[src/rtl/uart_bus_master_pkg.sv]
// Shared constants and state encodings for the UART-driven debug bus master.
package uart_bus_master_pkg;

    localparam logic [7:0] CMD_WR   = 8'h57;
    localparam logic [7:0] CMD_RD   = 8'h52;
    localparam logic [7:0] ACK_BYTE = 8'h4B;
    localparam logic [7:0] NAK_BYTE = 8'h3F;

    // Cycles the reply sender waits for the UART to go busy before moving on anyway
    localparam logic [1:0] TX_LOW_WAIT_LAST = 2'd3;

    typedef enum logic [2:0] {
        ST_IDLE   = 3'd0,
        ST_ADDR   = 3'd1,
        ST_DATA   = 3'd2,
        ST_REQ    = 3'd3,
        ST_ACCESS = 3'd4,
        ST_RESP   = 3'd5,
        ST_ERR    = 3'd6
    } state_t;

    typedef enum logic [1:0] {
        TX_IDLE     = 2'd0,
        TX_WAIT_RDY = 2'd1,
        TX_WAIT_LOW = 2'd2
    } tx_state_t;

endpackage

[src/rtl/uart_bus_master_frame_tx.sv]
// Reply sender: shifts out up to four payload bytes MSB first through the UART
// sender handshake and pulses o_done once the last byte has been handed over.
module uart_bus_master_frame_tx
    import uart_bus_master_pkg::*;
(
    input  logic        i_sysclk,
    input  logic        i_reset,
    input  logic        i_start,
    input  logic [2:0]  i_nbytes,
    input  logic [31:0] i_payload,
    input  logic        i_tx_status,
    output logic        o_tx_en,
    output logic [7:0]  o_tx_data,
    output logic        o_done
);

    tx_state_t   r_state;
    tx_state_t   w_next;
    logic [31:0] r_shift;
    logic [2:0]  r_left;
    logic [1:0]  r_wait;
    logic        r_txEn;
    logic [7:0]  r_txData;
    logic        w_send;
    logic        w_done;

    // Sequencer state register
    always_ff @(posedge i_sysclk or posedge i_reset) begin
        if (i_reset) r_state <= TX_IDLE;
        else         r_state <= w_next;
    end

    // Per byte: wait for an idle sender, fire it, then give the sender up to four cycles to go busy
    always_comb begin
        w_next = r_state;
        w_send = 1'b0;
        w_done = 1'b0;
        case (r_state)
            TX_IDLE: begin
                if (i_start) w_next = TX_WAIT_RDY;
            end
            TX_WAIT_RDY: begin
                if (i_tx_status) begin
                    w_send = 1'b1;
                    w_next = TX_WAIT_LOW;
                end
            end
            TX_WAIT_LOW: begin
                if (!i_tx_status || r_wait == TX_LOW_WAIT_LAST) begin
                    if (r_left == 3'd0) begin
                        w_done = 1'b1;
                        w_next = TX_IDLE;
                    end else begin
                        w_next = TX_WAIT_RDY;
                    end
                end
            end
            default: w_next = TX_IDLE;
        endcase
    end

    // Payload shifter, byte counter, busy-wait counter and the registered tx pulse/data
    always_ff @(posedge i_sysclk or posedge i_reset) begin
        if (i_reset) begin
            r_shift  <= 32'h0;
            r_left   <= 3'd0;
            r_wait   <= 2'd0;
            r_txEn   <= 1'b0;
            r_txData <= 8'h0;
        end else begin
            r_txEn <= w_send;
            if (r_state == TX_IDLE && i_start) begin
                r_shift <= i_payload;
                r_left  <= i_nbytes;
            end
            if (w_send) begin
                r_txData <= r_shift[31:24];
                r_shift  <= {r_shift[23:0], 8'h00};
                r_left   <= r_left - 3'd1;
            end
            if (r_state == TX_WAIT_LOW) r_wait <= r_wait + 2'd1;
            else                        r_wait <= 2'd0;
        end
    end

    assign o_tx_en   = r_txEn;
    assign o_tx_data = r_txData;
    assign o_done    = w_done;

endmodule

[src/rtl/uart_bus_master.sv]
// UART debug initiator: decodes 'W'/'R' command frames, performs one word access
// on the shared data bus through the arbiter, and answers via the UART sender.
module uart_bus_master
    import uart_bus_master_pkg::*;
#(
    parameter logic [31:0] TIMEOUT_CYCLES = 32'd1_000_000
) (
    input  logic        i_sysclk,
    input  logic        i_reset,
    input  logic        i_rx_status,
    input  logic [7:0]  i_rx_data,
    input  logic        i_tx_status,
    output logic        o_tx_en,
    output logic [7:0]  o_tx_data,
    output logic        o_bus_req,
    input  logic        i_bus_gnt,
    output logic        o_rd,
    output logic        o_wr,
    output logic [31:0] o_addr,
    output logic [31:0] o_wdata,
    input  logic [31:0] i_rdata,
    output logic        o_busy
);

    state_t      r_state;
    state_t      w_next;
    logic        r_isWrite;
    logic [1:0]  r_byteCnt;
    logic [31:0] r_addr;
    logic [31:0] r_wdata;
    logic [31:0] r_idleCnt;
    logic        w_lastByte;
    logic        w_timeout;
    logic        w_start;
    logic [2:0]  w_nbytes;
    logic [31:0] w_payload;
    logic        w_txDone;

    assign w_lastByte = i_rx_status && (r_byteCnt == 2'd3);
    assign w_timeout  = (r_idleCnt == TIMEOUT_CYCLES - 32'd1);

    // Main frame/access state register
    always_ff @(posedge i_sysclk or posedge i_reset) begin
        if (i_reset) r_state <= ST_IDLE;
        else         r_state <= w_next;
    end

    // Frame decode, bus handshake and reply launch; reads hand rdata to the sender in the access cycle
    always_comb begin
        w_next    = r_state;
        w_start   = 1'b0;
        w_nbytes  = 3'd1;
        w_payload = {NAK_BYTE, 24'h0};
        case (r_state)
            ST_IDLE: begin
                if (i_rx_status) begin
                    if (i_rx_data == CMD_WR || i_rx_data == CMD_RD) w_next = ST_ADDR;
                    else                                            w_next = ST_ERR;
                end
            end
            ST_ADDR: begin
                if (w_lastByte) begin
                    if (i_rx_data[1:0] != 2'b00) w_next = ST_ERR;
                    else if (r_isWrite)          w_next = ST_DATA;
                    else                         w_next = ST_REQ;
                end else if (!i_rx_status && w_timeout) begin
                    w_next = ST_IDLE;
                end
            end
            ST_DATA: begin
                if (w_lastByte)                         w_next = ST_REQ;
                else if (!i_rx_status && w_timeout)     w_next = ST_IDLE;
            end
            ST_REQ: begin
                if (i_bus_gnt) w_next = ST_ACCESS;
            end
            ST_ACCESS: begin
                w_next  = ST_RESP;
                w_start = 1'b1;
                if (r_isWrite) begin
                    w_payload = {ACK_BYTE, 24'h0};
                end else begin
                    w_nbytes  = 3'd4;
                    w_payload = i_rdata;
                end
            end
            ST_ERR: begin
                w_next  = ST_RESP;
                w_start = 1'b1;
            end
            ST_RESP: begin
                if (w_txDone) w_next = ST_IDLE;
            end
            default: w_next = ST_IDLE;
        endcase
    end

    // Command latch, address/data shift registers, byte counter and inter-byte idle counter
    always_ff @(posedge i_sysclk or posedge i_reset) begin
        if (i_reset) begin
            r_isWrite <= 1'b0;
            r_byteCnt <= 2'd0;
            r_addr    <= 32'h0;
            r_wdata   <= 32'h0;
            r_idleCnt <= 32'h0;
        end else begin
            case (r_state)
                ST_IDLE: begin
                    r_byteCnt <= 2'd0;
                    if (i_rx_status) r_isWrite <= (i_rx_data == CMD_WR);
                end
                ST_ADDR: begin
                    if (i_rx_status) begin
                        r_addr    <= {r_addr[23:0], i_rx_data};
                        r_byteCnt <= r_byteCnt + 2'd1;
                    end
                end
                ST_DATA: begin
                    if (i_rx_status) begin
                        r_wdata   <= {r_wdata[23:0], i_rx_data};
                        r_byteCnt <= r_byteCnt + 2'd1;
                    end
                end
                default: ;
            endcase
            if ((r_state == ST_ADDR || r_state == ST_DATA) && !i_rx_status)
                r_idleCnt <= r_idleCnt + 32'd1;
            else
                r_idleCnt <= 32'h0;
        end
    end

    uart_bus_master_frame_tx u_frameTx (
        .i_sysclk    (i_sysclk),
        .i_reset     (i_reset),
        .i_start     (w_start),
        .i_nbytes    (w_nbytes),
        .i_payload   (w_payload),
        .i_tx_status (i_tx_status),
        .o_tx_en     (o_tx_en),
        .o_tx_data   (o_tx_data),
        .o_done      (w_txDone)
    );

    assign o_bus_req = (r_state == ST_REQ) || (r_state == ST_ACCESS);
    assign o_rd      = (r_state == ST_ACCESS) && !r_isWrite;
    assign o_wr      = (r_state == ST_ACCESS) && r_isWrite;
    assign o_addr    = r_addr;
    assign o_wdata   = r_wdata;
    assign o_busy    = (r_state != ST_IDLE);

endmodule

[config.mk]
export PLATFORM = sky130hd
export DESIGN_NAME = uart_bus_master
export DESIGN_NICKNAME = d
export VERILOG_FILES = /design/src/rtl/uart_bus_master_pkg.sv /design/src/rtl/uart_bus_master_frame_tx.sv /design/src/rtl/uart_bus_master.sv
export SDC_FILE = /design/constraint.sdc
export NUM_CORES = 1
export LEC_CHECK = 0
export ABC_AREA = 0
export BUFFER_PORTS_ARGS = -buffer_cell sky130_fd_sc_hd__buf_4
export CAP_MARGIN = 20
export CORE_ASPECT_RATIO = 0.6
export CORE_MARGIN = 2
export CORE_UTILIZATION = 35
export CTS_CLUSTER_DIAMETER = 40
export DETAILED_ROUTE_END_ITERATION = 12
export GPL_TIMING_DRIVEN = 0
export PLACE_DENSITY = 0.64
export RECOVER_POWER = 50
export REMOVE_ABC_BUFFERS = 1
export SLEW_MARGIN = 10
export SYNTH_ARGS = -nofsm -noshare
export SYNTH_HDL_FRONTEND = slang
export SYNTH_SLANG_ARGS = --single-unit
[constraint.sdc]
create_clock -name i_sysclk -period 5.4 [get_ports i_sysclk]
set_clock_uncertainty 0.2 [all_clocks]
set_input_delay 0 -clock i_sysclk [delete_from_list [all_inputs] [get_ports i_sysclk]]
set_output_delay 0 -clock i_sysclk [all_outputs]
set_load 0.1 [all_outputs]
# Word-level counts from Yosys, hierarchy flattened
# Index checks and enable logic that the tools add are counted.
[word_totals] ff_bits=150 in_bits=45 output_inout_bits=77 elab_cells=97
[classes] n_addsub=4 eq_ne=20 n_mux=33 n_reduce_logical=28
[op_table] op="$mux 32" count=5
[op_table] op="$mux 3" count=12
[op_table] op="$add 32x1->32 const B" count=1
[op_table] op="$eq 32x20->1 const B" count=1
[op_table] op="$pmux 3 s6" count=1
[op_table] op="$eq 8x7->1 const B" count=2
[op_table] op="$mux 2" count=5
[op_table] op="$eq 3x3->1 const B" count=3
[op_table] op="$mux 1" count=8
[op_table] op="$ne 2x1->1 const B" count=4
[op_table] op="$reduce_and 2->1" count=4
[op_table] op="$eq 2x2->1 const B" count=3
[op_table] op="$eq 3x2->1 const B" count=2
[op_table] op="$logic_and 1x1->1" count=6
[op_table] op="$logic_not 3->1" count=2
[op_table] op="$ne 2x2->1 const B" count=3
[op_table] op="$pmux 2 s3" count=1
[op_table] op="$reduce_and 3->1" count=2
[op_table] op="$reduce_bool 2->1" count=3
[op_table] op="$add 2x1->2 const B" count=2
[op_table] op="$logic_or 1x1->1" count=4
[op_table] op="$pmux 2 s2" count=1
[op_table] op="$reduce_or 2->1" count=2
[op_table] op="$eq 3x1->1 const B" count=1
[op_table] op="5 further kinds" count=7

# Depth between registers and ports, before layout
# Gate-level depths: netlist of the first run.
[logic_depth] ltp_word=6 mapped_depth=7 mapped_depth_nobuf=6

# Cells and area by module
# A second synthesis of the first run with hierarchy kept.
[unflattened] hier_cells=570 area_unflattened_um2=6842.8
[by_module_without_submodules] module="uart_bus_master" n_inst=1 cells_each=415 area_per_inst_um2=4775.8 seq_area_each_um2=2552.4
[by_module_without_submodules] module="uart_bus_master_frame_tx" n_inst=1 cells_each=155 area_per_inst_um2=2067.0 seq_area_each_um2=1201.2

# Worst setup path after synthesis of the first run
# OpenSTA, ideal clock, no wires.
[synth_timing] kind="register -> register" startpoint="register r_state[0]" endpoint="register u_frameTx.r_shift[0]" t_arrival_ns=4.651 setup_slack_ns=0.483 stages_incl_launch_ff=6 period_less_slack_ns=4.917 cell_sequence="dfrtp_1 nor4b_1 and2_1 buf_2 clkbuf_1 a22o_1"
[synth_via] elab_chain_cells=5
[synth_lines] element="start, declared" line_no="uart_bus_master.sv:25" rtl="state_t r_state;"
[synth_lines] element="start signal, assigned" line_no="uart_bus_master.sv:45" rtl="else r_state <= w_next;"
[synth_lines] element="$eq 3x3->1" line_no="uart_bus_master.sv:54" rtl="case (r_state)"
[synth_lines] element="$reduce_or 2->1 (no line)"
[synth_lines] element="$mux 1" line_no="uart_bus_master.sv:54"
[synth_lines] element="$logic_and 1x1->1" line_no="uart_bus_master_frame_tx.sv:72" rtl="if (r_state == TX_IDLE && i_start) begin"
[synth_lines] element="$reduce_bool 2->1 (no line)"
[synth_lines] element="end signal, assigned" line_no="uart_bus_master_frame_tx.sv:73" rtl="r_shift <= i_payload;"
[synth_lines] element="end signal, assigned" line_no="uart_bus_master_frame_tx.sv:78" rtl="r_shift <= {r_shift[23:0], 8'h00};"
[synth_lines] element="end, declared" line_no="uart_bus_master_frame_tx.sv:19" rtl="logic [31:0] r_shift;"
# Parallel ways exist; a longest one is shown, timed or not. The select of a mux whose other input is x is not followed.
# A chain may end at the register's enable or synchronous reset.

==> impl_results.md, run 1 <==
- Commonest non-fill, non-tap cell in the layout: dfrtp_1
- Vias: about 5100
- Antenna viol nets, final: 0
- Register area share after synthesis: between 50% and 60%
- CTS tree: yes
- # IOs: about 120
- Hold Path Depth: 4
- Row cnt: 38
- # clock sinks: 150
- Die Area: between 20000 and 25000 sq um
- Antenna Diode Count: 0
- Cell family with most CP delay: buffers and inverters
- M3 GR Usage: under 10%
- Worst Setup Path Type: input pin to asynchronous set/reset pin
- Root Driver: clkbuf_16
- Minimum clock period after layout: 3.14 ns
- Setup ws final: 2.26 ns
- Mean Syn Cell Area: between 10 and 15 sq um
- Detailed placement HPWL: 11000 um
- Setup TNS: 0 ns
- M1 GR Usage: a little under a quarter
- WL per Instance: roughly 16 um
- Critical path cell sequence: dlygate4sd3_1 -> clkbuf_4 -> dlygate4sd3_1 -> clkinvlp_2
- Iter 0 DRT Violations: ~380
- Worst slew margin: -101%
- Crit. End Element: asynchronous set/reset pin
- Setup repair bufs after CTS: 0
- FMAX: roughly 0.32 GHz
- Yosys warns: 0
- Hold path endpoint: u_frameTx.r_shift[23]
- Max-slew violations: ~70
- Worst-path clk slew: about 0.07 ns
- Area Growth Syn to Fin: 28.7%
- Cts bufs inserted: 17
- Total wire length: between 15000 and 20000 um
- Placed cell areas: 7780 sq um
- Largest net degree at the start of global routing: 83
- Hold Crit Class: input pin to flip-flop
- Share of layout cells above drive strength 1: 21.6%
- First-pass GRT wire length: 27000 um
- Die span in x: about 180 um
- Max stage delay cell, worst path: clkinvlp_2
- Height of the die: ~110 um
- DRC errors left: 0
- Ys flop type: dfrtp_1
- Vias/cell: 5.12
- Synthesized cell area: about 6600 sq um
- Worst slew pin tran: approximately 3 ns
- Number of synthesized flops with an enable pin: 0
- CORE AREA: about 18000 sq um
- Vias in the first global route: between 5000 and 6000
- Hold_sp: i_rdata[23]
- CTS max path bufs: 2
- H-tree depth: 4
- Filler Cell Count: approximately 1700
- Max-Cap Viols: 1
- Most used cell, CP: dlygate4sd3_1
- Post-synth ARST share: 100%
- Library cells used by synthesis: 58
- Initial Utilization: between 30% and 40%
- Outcome: finished with violations
- Pre-CTS WS: between 2 and 3 ns
- Final instance area: approximately 8500 sq um
- Max stage delay on crit path: ~1.7 ns
- Finish-stage setup viols: 0
- Crit share post-route: between 50% and 60%
- R2R depth: 4
- CP max FO: a little under 70
- Failing checks: capacitance limit, slew limit
- Reg-to-reg slack, setup: 2.46 ns
- Met2 Use GR: 24.8%
- Commonest cells after routing, fill and taps aside: dfrtp_1 (150), nand2_1 (99), clkbuf_1 (74)
- Critical path startpoint category: input pin
- Skew-Pair Late Insertion Delay: around 0.42 ns
- Final #Nets: 795
- Worst path bufs/invs: 4
- Flops & latches, synth: 150
- Remaining global-route overflow: 0
- IO Port Bufs: around 120
- CP arrival: between 2 and 3 ns
- Synth Instances: 588
- Crit Reg-Reg Endpoint: u_frameTx.r_shift[8]
- Initial antenna violation count: 0
- Most used routing layer: met2
- Required time of the worst setup path: 5.24 ns
- Gp weighted congestion: roughly 0.81
- TritonRoute pass-1 iters: 5
- Fin. Hold Viols: 0
- RSZ-0062 raised after global routing: no
- Reg2reg start: r_state[2]
- Total GRT Usage: ~17%
- Final core occ: a little under half
==> how the worst max path moves through the flow <==
stage | startpoint | to | slack, ns | cells past startpoint
after global placement | i_reset | o_wdata[17] | -0.29 | 2
after detailed placement | r_state[2] | u_frameTx.r_shift[8] | 2.53 | 4
after CTS | r_state[2] | u_frameTx.r_shift[8] | 2.46 | 4
after floorplan | r_state[2] | u_frameTx.r_shift[0] | 0.19 | 3
final | i_reset | o_wdata[26] | 2.26 | 4
after global routing | i_reset | r_idleCnt[8] | 1.70 | 4
==> synthesized netlist by cell type (all sizes together) (9+ instances only) <==
cell type,n,area (sq um)
buf,9,46.3
or3,14,90.1
nor2,25,93.8
clkbuf,23,86.3
nand4,11,90.1
nand2,99,372
mux2,64,721
o21ai,10,50.1
nand3,14,70.1
a21oi,13,65.1
mux2i,9,90.1
inv,11,41.3
a31oi,10,62.6
dfrtp,150,3750
a22oi,17,128
==> timing repair <==
| item | CTS | global route |
|---|---|---|
| endpoints found under the hold margin | 215 | 0 |
| resized for setup | 0 | 0 |
| hold buffers | 45 | 0 |
| setup endpoints to repair | 0 | 0 |
==> area by class of cell <==
class                           count  area, sq um  area share, %
Sequential cell                   150         3750           44.1
Multi-Input combinational cell    395         2700           31.7
Timing Repair Buffer              170         1150           13.5
Clock buffer                       18          429           5.04
Tap cell                          240          300           3.53
Clock inverter                     14          134           1.57
Inverter                           11         42.5          0.500
==> worst reg2reg max path: stages, from the launching register on <==
cell	delay [ns]
dfrtp_1	0.85
nor4b_1	0.62
and2_1	0.93
nand2_1	0.18
nand2_1	0.10
==> kinds of logic after synthesis <==
| family | Yosys count | synth area share (%) |
|---|---|---|
| AOI/OAI and AO/OA | 82 | 8.57 |
| xor gates and xnor gates | 13 | 1.72 |
| adders and majority gates | 6 | 1.10 |
| buffers and inverters | 43 | 2.63 |
| DFF | 150 | 56.7 |
| muxes | 73 | 12.3 |
| and+or+nand+nor | 221 | 17.0 |
==> flip-flops by register name (all words and copies together), names as in the netlist <==
| name | count |
|---|---|
| u_frameTx.r_left | 3 |
| u_frameTx.o_tx_en | 1 |
| u_frameTx.r_wait | 2 |
| o_wdata | 32 |
| r_idleCnt | 32 |
| r_byteCnt | 2 |
| o_addr | 32 |
| u_frameTx.r_shift | 32 |
| r_state | 3 |
| r_isWrite | 1 |
| u_frameTx.r_state | 2 |
| u_frameTx.o_tx_data | 8 |
==> metrics by stage <==
step / cells / hold WS [ns]
CTS: 998 / 0.0966
global placement: 917 / -0.00889
detailed placement: 921 / -0.125
floorplan: 556 / -0.0946
global route: 998 / 0.124
finish: 998 / 0.122
==> layer usage <==
layer	vias up	share of wire (%)
met5	-	0
met4	0	0.96
met3	18	6.0
met2	161	44
met1	2518	49
li1	2412	-
Power of run 1 is not shown: default switching activity piles up to over one toggle a cycle in this logic, so the estimate is an artifact.
==> run 2: changes to the inputs <==
- PLACE_DENSITY: 0.64 -> 0.66
- clock period: 5.4 -> 2.7 ns (I/O delays scaled with it)
==> run 2 against run 1 <==
The flow now finishes without violations. Register-to-register slack lost 2.1 ns. Cell area up 0.81%. Clock-buffer cell count unchanged. Non-clock buffer count up 3. Highest routed layer unchanged.
==> impl_results.md, run 2 (same netlist as run 1, synthesis figures left out) <==
- Start point of the critical path: r_state[2]
- Final instance area: between 8000 and 9000 sq um
- Max stage delay cell, worst path: dfrtp_2
- Die span in x: roughly 180 um
- Outcome: completed
- CORE AREA: about 18000 sq um
- Antenna viol nets, final: 0
- # clock sinks: 150
- Vias in the first global route: 4933
- Worst-path clk slew: 0.06 ns
- Filler Cell Count: roughly 1700
- Worst path bufs/invs: 0
- FF+latch area: roughly 3800 sq um
- First-pass GRT wire length: roughly 26000 um
- Max-slew violations: 0
- Share of layout cells above drive strength 1: between 20% and 30%
- Crit share post-route: between 80 and 90%
- Vias/cell: between 5 and 6
- Cts bufs inserted: 17
- Iter 0 DRT Violations: about 320
- Root Driver: clkbuf_16
- Cell family with most CP delay: simple AND/OR/NAND/NOR gates
- Crit. End Element: flip-flop
- Setup TNS: 0 ns
- Area Growth Syn to Fin: 29.7%
- Row cnt: 38
- Commonest cells after routing, fill and taps aside: dfrtp_1 (149), nand2_1 (99), clkbuf_1 (73)
- Total wire length: about 16000 um
- # IOs: around 120
- Gp weighted congestion: just under 0.8
- WL per Instance: between 15 and 20 um
- Final #Nets: 798
- Initial antenna violation count: 0
- H-tree depth: 4
- Placed cell areas: around 7800 sq um
- Hold Crit Class: input pin to flip-flop
- Dpl cells: about 920
- Area of the multi-input gates: about 2700 sq um
- FMAX: about 0.42 GHz
- Total GRT Usage: approximately 16%
- Commonest non-fill, non-tap cell in the layout: dfrtp_1
- Largest net degree at the start of global routing: approximately 110
- TritonRoute pass-1 iters: 5
- Finish-stage setup viols: 0
- Fin cells: 1001
- Vias: 5047
- DRC errors left: 0
- Skew-Pair Late Insertion Delay: between 0.4 and 0.5 ns
- Max-Cap Viols: 0
- Reg2reg start: r_state[2]
- CTS tree: yes
- Remaining global-route overflow: 0
- Required time of the worst setup path: approximately 2.9 ns
- Minimum clock period after layout: roughly 2.4 ns
- Detailed placement HPWL: about 11000 um
- CP arrival: approximately 2.5 ns
- RSZ-0062 raised after global routing: no
- CP max FO: 26
- Worst slew pin tran: between 1 and 1.5 ns
- Worst Setup Path Type: flip-flop to flip-flop
- Critical path startpoint category: flip-flop
- Hold_sp: i_rdata[14]
- Critical path cell sequence: nor4b_1 -> and2_2 -> a22o_1
- Antenna Diode Count: 0
- Die Area: 20100 sq um
- Fin. Hold Viols: 0
- Height of the die: 111 um
- Max stage delay on crit path: around 0.65 ns
- Worst slew margin: 17.7%
- IO Port Bufs: 121
- Initial Utilization: 36.2%
- CTS max path bufs: 2
run 2: tightest hold or removal path, delay by kind of cell:
family,cells,cell delay (ns)
and+or+nand+nor,2,0.08
buffers and inverters,2,0.62
run 2: area by class of cell:
type	instances	area share, %
Inverter	11	0.583
Timing Repair Buffer	173	13.9
Tap cell	240	3.50
Clock buffer	18	5.12
Sequential cell	150	43.7
Multi-Input combinational cell	395	31.5
Clock inverter	14	1.68
run 2: worst paths after layout:
kind                                          to  slack (ns)  cells after the start
max in group asynchronous          r_idleCnt[24]        0.53                      5
max                         u_frameTx.r_shift[4]        0.34                      3
min reg2reg                  u_frameTx.r_wait[0]        0.23                      1
min in group asynchronous  u_frameTx.r_shift[28]        0.78                      4
min                        u_frameTx.r_shift[14]        0.12                      4
max reg2reg                 u_frameTx.r_shift[4]        0.34                      3
run 2: metrics by stage:
step / setup WS (ns) / utilization [%] / hold slack, ns
2_1_floorplan: -2.51 / - / -0.0946
3_3_place_gp: -3.38 / 42.0 / -0.00845
3_5_place_dp: -0.224 / 42.6 / -0.183
4_1_cts: 0.0407 / 48.3 / 0.0907
5_1_grt: 0.194 / 46.9 / 0.124
6_report: 0.336 / 46.9 / 0.119
run 2: timing repair:
item | in CTS | in global routing
buffers inserted | 0 | 3
pin swaps | 0 | 1
setup endpoints to repair | 27 | 37
hold buffers | 45 | 0
endpoints found under the hold margin | 220 | 0
resized for setup | 2 | 2
run 2: routing by layer:
metal / vias to the layer above / GRT usage [%] / share of wire, %
met2: 143 / 23.4 / 43
met4: 0 / 4.61 / 0.49
met5: - / 0 / 0
met1: 2464 / 23.9 / 51
met3: 6 / 3.86 / 4.9
li1: 2434 / - / -
Power of run 2 is left out for the same reason.
==> run 3: changes to the inputs <==
- CORE_UTILIZATION: 35 -> 30
- PLACE_DENSITY: 0.66 -> 0.6
==> run 3 against run 2 <==
Critical path depth did not move. Die area grew 16%. Setup slack worse by 0.0017 ns. First-iteration DRC count increased by 2.2%. Cell area grew 1.1%. Sequential cell count unchanged. Maximum frequency is essentially flat.
==> impl_results.md, run 3 (same netlist as run 1, synthesis figures left out) <==
- Worst Setup Path Type: flip-flop to flip-flop
- Skew-Pair Late Insertion Delay: 0.42 ns
- Worst slew pin tran: between 1 and 1.5 ns
- TritonRoute pass-1 iters: 4
- DRC errors left: 0
- Required time of the worst setup path: 2.86 ns
- Antenna Diode Count: 0
- Reg2reg start: r_state[2]
- WL per Instance: approximately 15 um
- Initial antenna violation count: 0
- FF+latch area: between 3000 and 4000 sq um
- Area Growth Syn to Fin: 31.1%
- Commonest non-fill, non-tap cell in the layout: dfrtp_1
- Height of the die: approximately 120 um
- Initial Utilization: between 30% and 40%
- Worst slew margin: between 15 and 20%
- Fin. Hold Viols: 0
- Worst-path clk slew: around 0.06 ns
- Share of layout cells above drive strength 1: a little under a quarter
- Reg-to-reg slack, setup: approximately 0.33 ns
- Total GRT Usage: roughly 14%
- Detailed placement HPWL: 10600 um
- CTS max path bufs: 2
- Largest net degree at the start of global routing: between 90 and 100
- # clock sinks: 150
- CTS tree: yes
- Outcome: completed
- Max stage delay on crit path: between 0.6 and 0.7 ns
- Die span in x: just under 200 um
- Crit Reg-Reg Endpoint: u_frameTx.r_shift[3]
- CP arrival: between 2 and 3 ns
- Gp weighted congestion: just under 0.8
- Critical path startpoint category: flip-flop
- Die Area: between 20000 and 25000 sq um
- Vias: a little over 5000
- Max-Cap Viols: 0
- Critical path cell sequence: nor4b_1 -> and2_2 -> a22o_1
- Cts bufs inserted: 17
- Worst path bufs/invs: 0
- Antenna viol nets, final: 0
- Finish-stage setup viols: 0
- CORE AREA: around 22000 sq um
- Vias/cell: between 4 and 5
- H-tree depth: 4
- R2R depth: 3
- Hold Crit Class: input pin to flip-flop
- Final #Nets: roughly 800
- CP max FO: 26
- Total wire length: between 15000 and 20000 um
- Area of the multi-input gates: between 2000 and 3000 sq um
- Max-slew violations: 0
- Crit. End Element: flip-flop
- # IOs: between 100 and 150
- Hold path endpoint: u_frameTx.r_shift[15]
- Filler Cell Count: 2171
- Max stage delay cell, worst path: dfrtp_2
- Setup TNS: 0 ns
- Row cnt: between 40 and 50
- Iter 0 DRT Violations: between 300 and 400
- FMAX: 0.423 GHz
- IO Port Bufs: between 100 and 150
- Commonest cells after routing, fill and taps aside: dfrtp_1 (149), nand2_1 (99), clkbuf_1 (75)
- Hold Path Depth: 4
- First-pass GRT wire length: roughly 26000 um
- Cell family with most CP delay: simple AND/OR/NAND/NOR gates
- RSZ-0062 raised after global routing: no
- Root Driver: clkbuf_16
- Minimum clock period after layout: around 2.4 ns
- Vias in the first global route: between 4000 and 5000
- Remaining global-route overflow: 0
- Hold_sp: i_rdata[15]
- Crit share post-route: between 80% and 90%
[run 3: changes by cell type in the layout (fill, tap and decap cells not counted)]
cell / before / now
buf_4: 50 / 53
inv_8: 3 / 0
buf_6: 0 / 2
clkbuf_1: 73 / 75
clkbuf_8: 1 / 3
inv_6: 3 / 5
buf_16: 2 / 1
buf_8: 2 / 1
bufinv_16: 1 / 2
clkinv_4: 4 / 3
clkinvlp_4: 4 / 3
[run 3: worst max path at each step]
stage	end	slack, ns	depth (start not counted)	from
floorplan	u_frameTx.r_shift[0]	-2.51	3	r_state[2]
global placement	u_frameTx.r_shift[15]	-3.51	2	i_reset
detailed placement	u_frameTx.r_shift[5]	-0.23	3	r_state[2]
CTS	u_frameTx.r_shift[15]	0.05	6	u_frameTx.r_state[1]
global route	r_state[2]	0.12	5	i_reset
finish	u_frameTx.r_shift[3]	0.33	3	r_state[2]
[run 3: tightest hold or removal path, stage by stage]
cell and delay [ns]:
dlygate4sd3_1 0.52, buf_4 0.10, nand2_1 0.04, nand2_1 0.05
[run 3: per-stage QoR]
stage | utilization (%) | worst slack [ns] | cells | hold slack (ns) | cell area, sq um
final | 39.7 | 0.335 | 1052 | 0.111 | 8680
after global routing | 39.7 | 0.119 | 1052 | 0.115 | 8680
after CTS | 40.7 | 0.0505 | 1044 | 0.0948 | 8900
after detailed placement | 35.8 | -0.234 | 967 | -0.155 | 7840
after global placement | 35.5 | -3.51 | 963 | -0.00792 | 7750
after floorplan | - | -2.51 | 556 | -0.0946 | 6480
[run 3: layout make-up]
type | instances | area share (%)
Clock buffer | 20 | 5.38
Clock inverter | 12 | 1.63
Inverter | 11 | 0.577
Multi-Input combinational cell | 395 | 31.2
Sequential cell | 150 | 43.3
Tap cell | 286 | 4.12
Timing Repair Buffer | 178 | 13.9
[run 3: routing by layer]
metal | GRT usage, % | routed length (um)
met1 | 22.3 | 8540
met2 | 18.9 | 6290
met3 | 4.16 | 872
met4 | 3.69 | 123
met5 | 0 | 0
[run 3: what timing repair did]
action	4_1_cts	5_1_grt
pin swaps	0	1
setup endpoints to repair	26	38
hold endpoints to repair	218	0
resized for setup	2	2
hold buffers	45	0
buffers inserted	0	8
Power of run 3 is left out for the same reason.
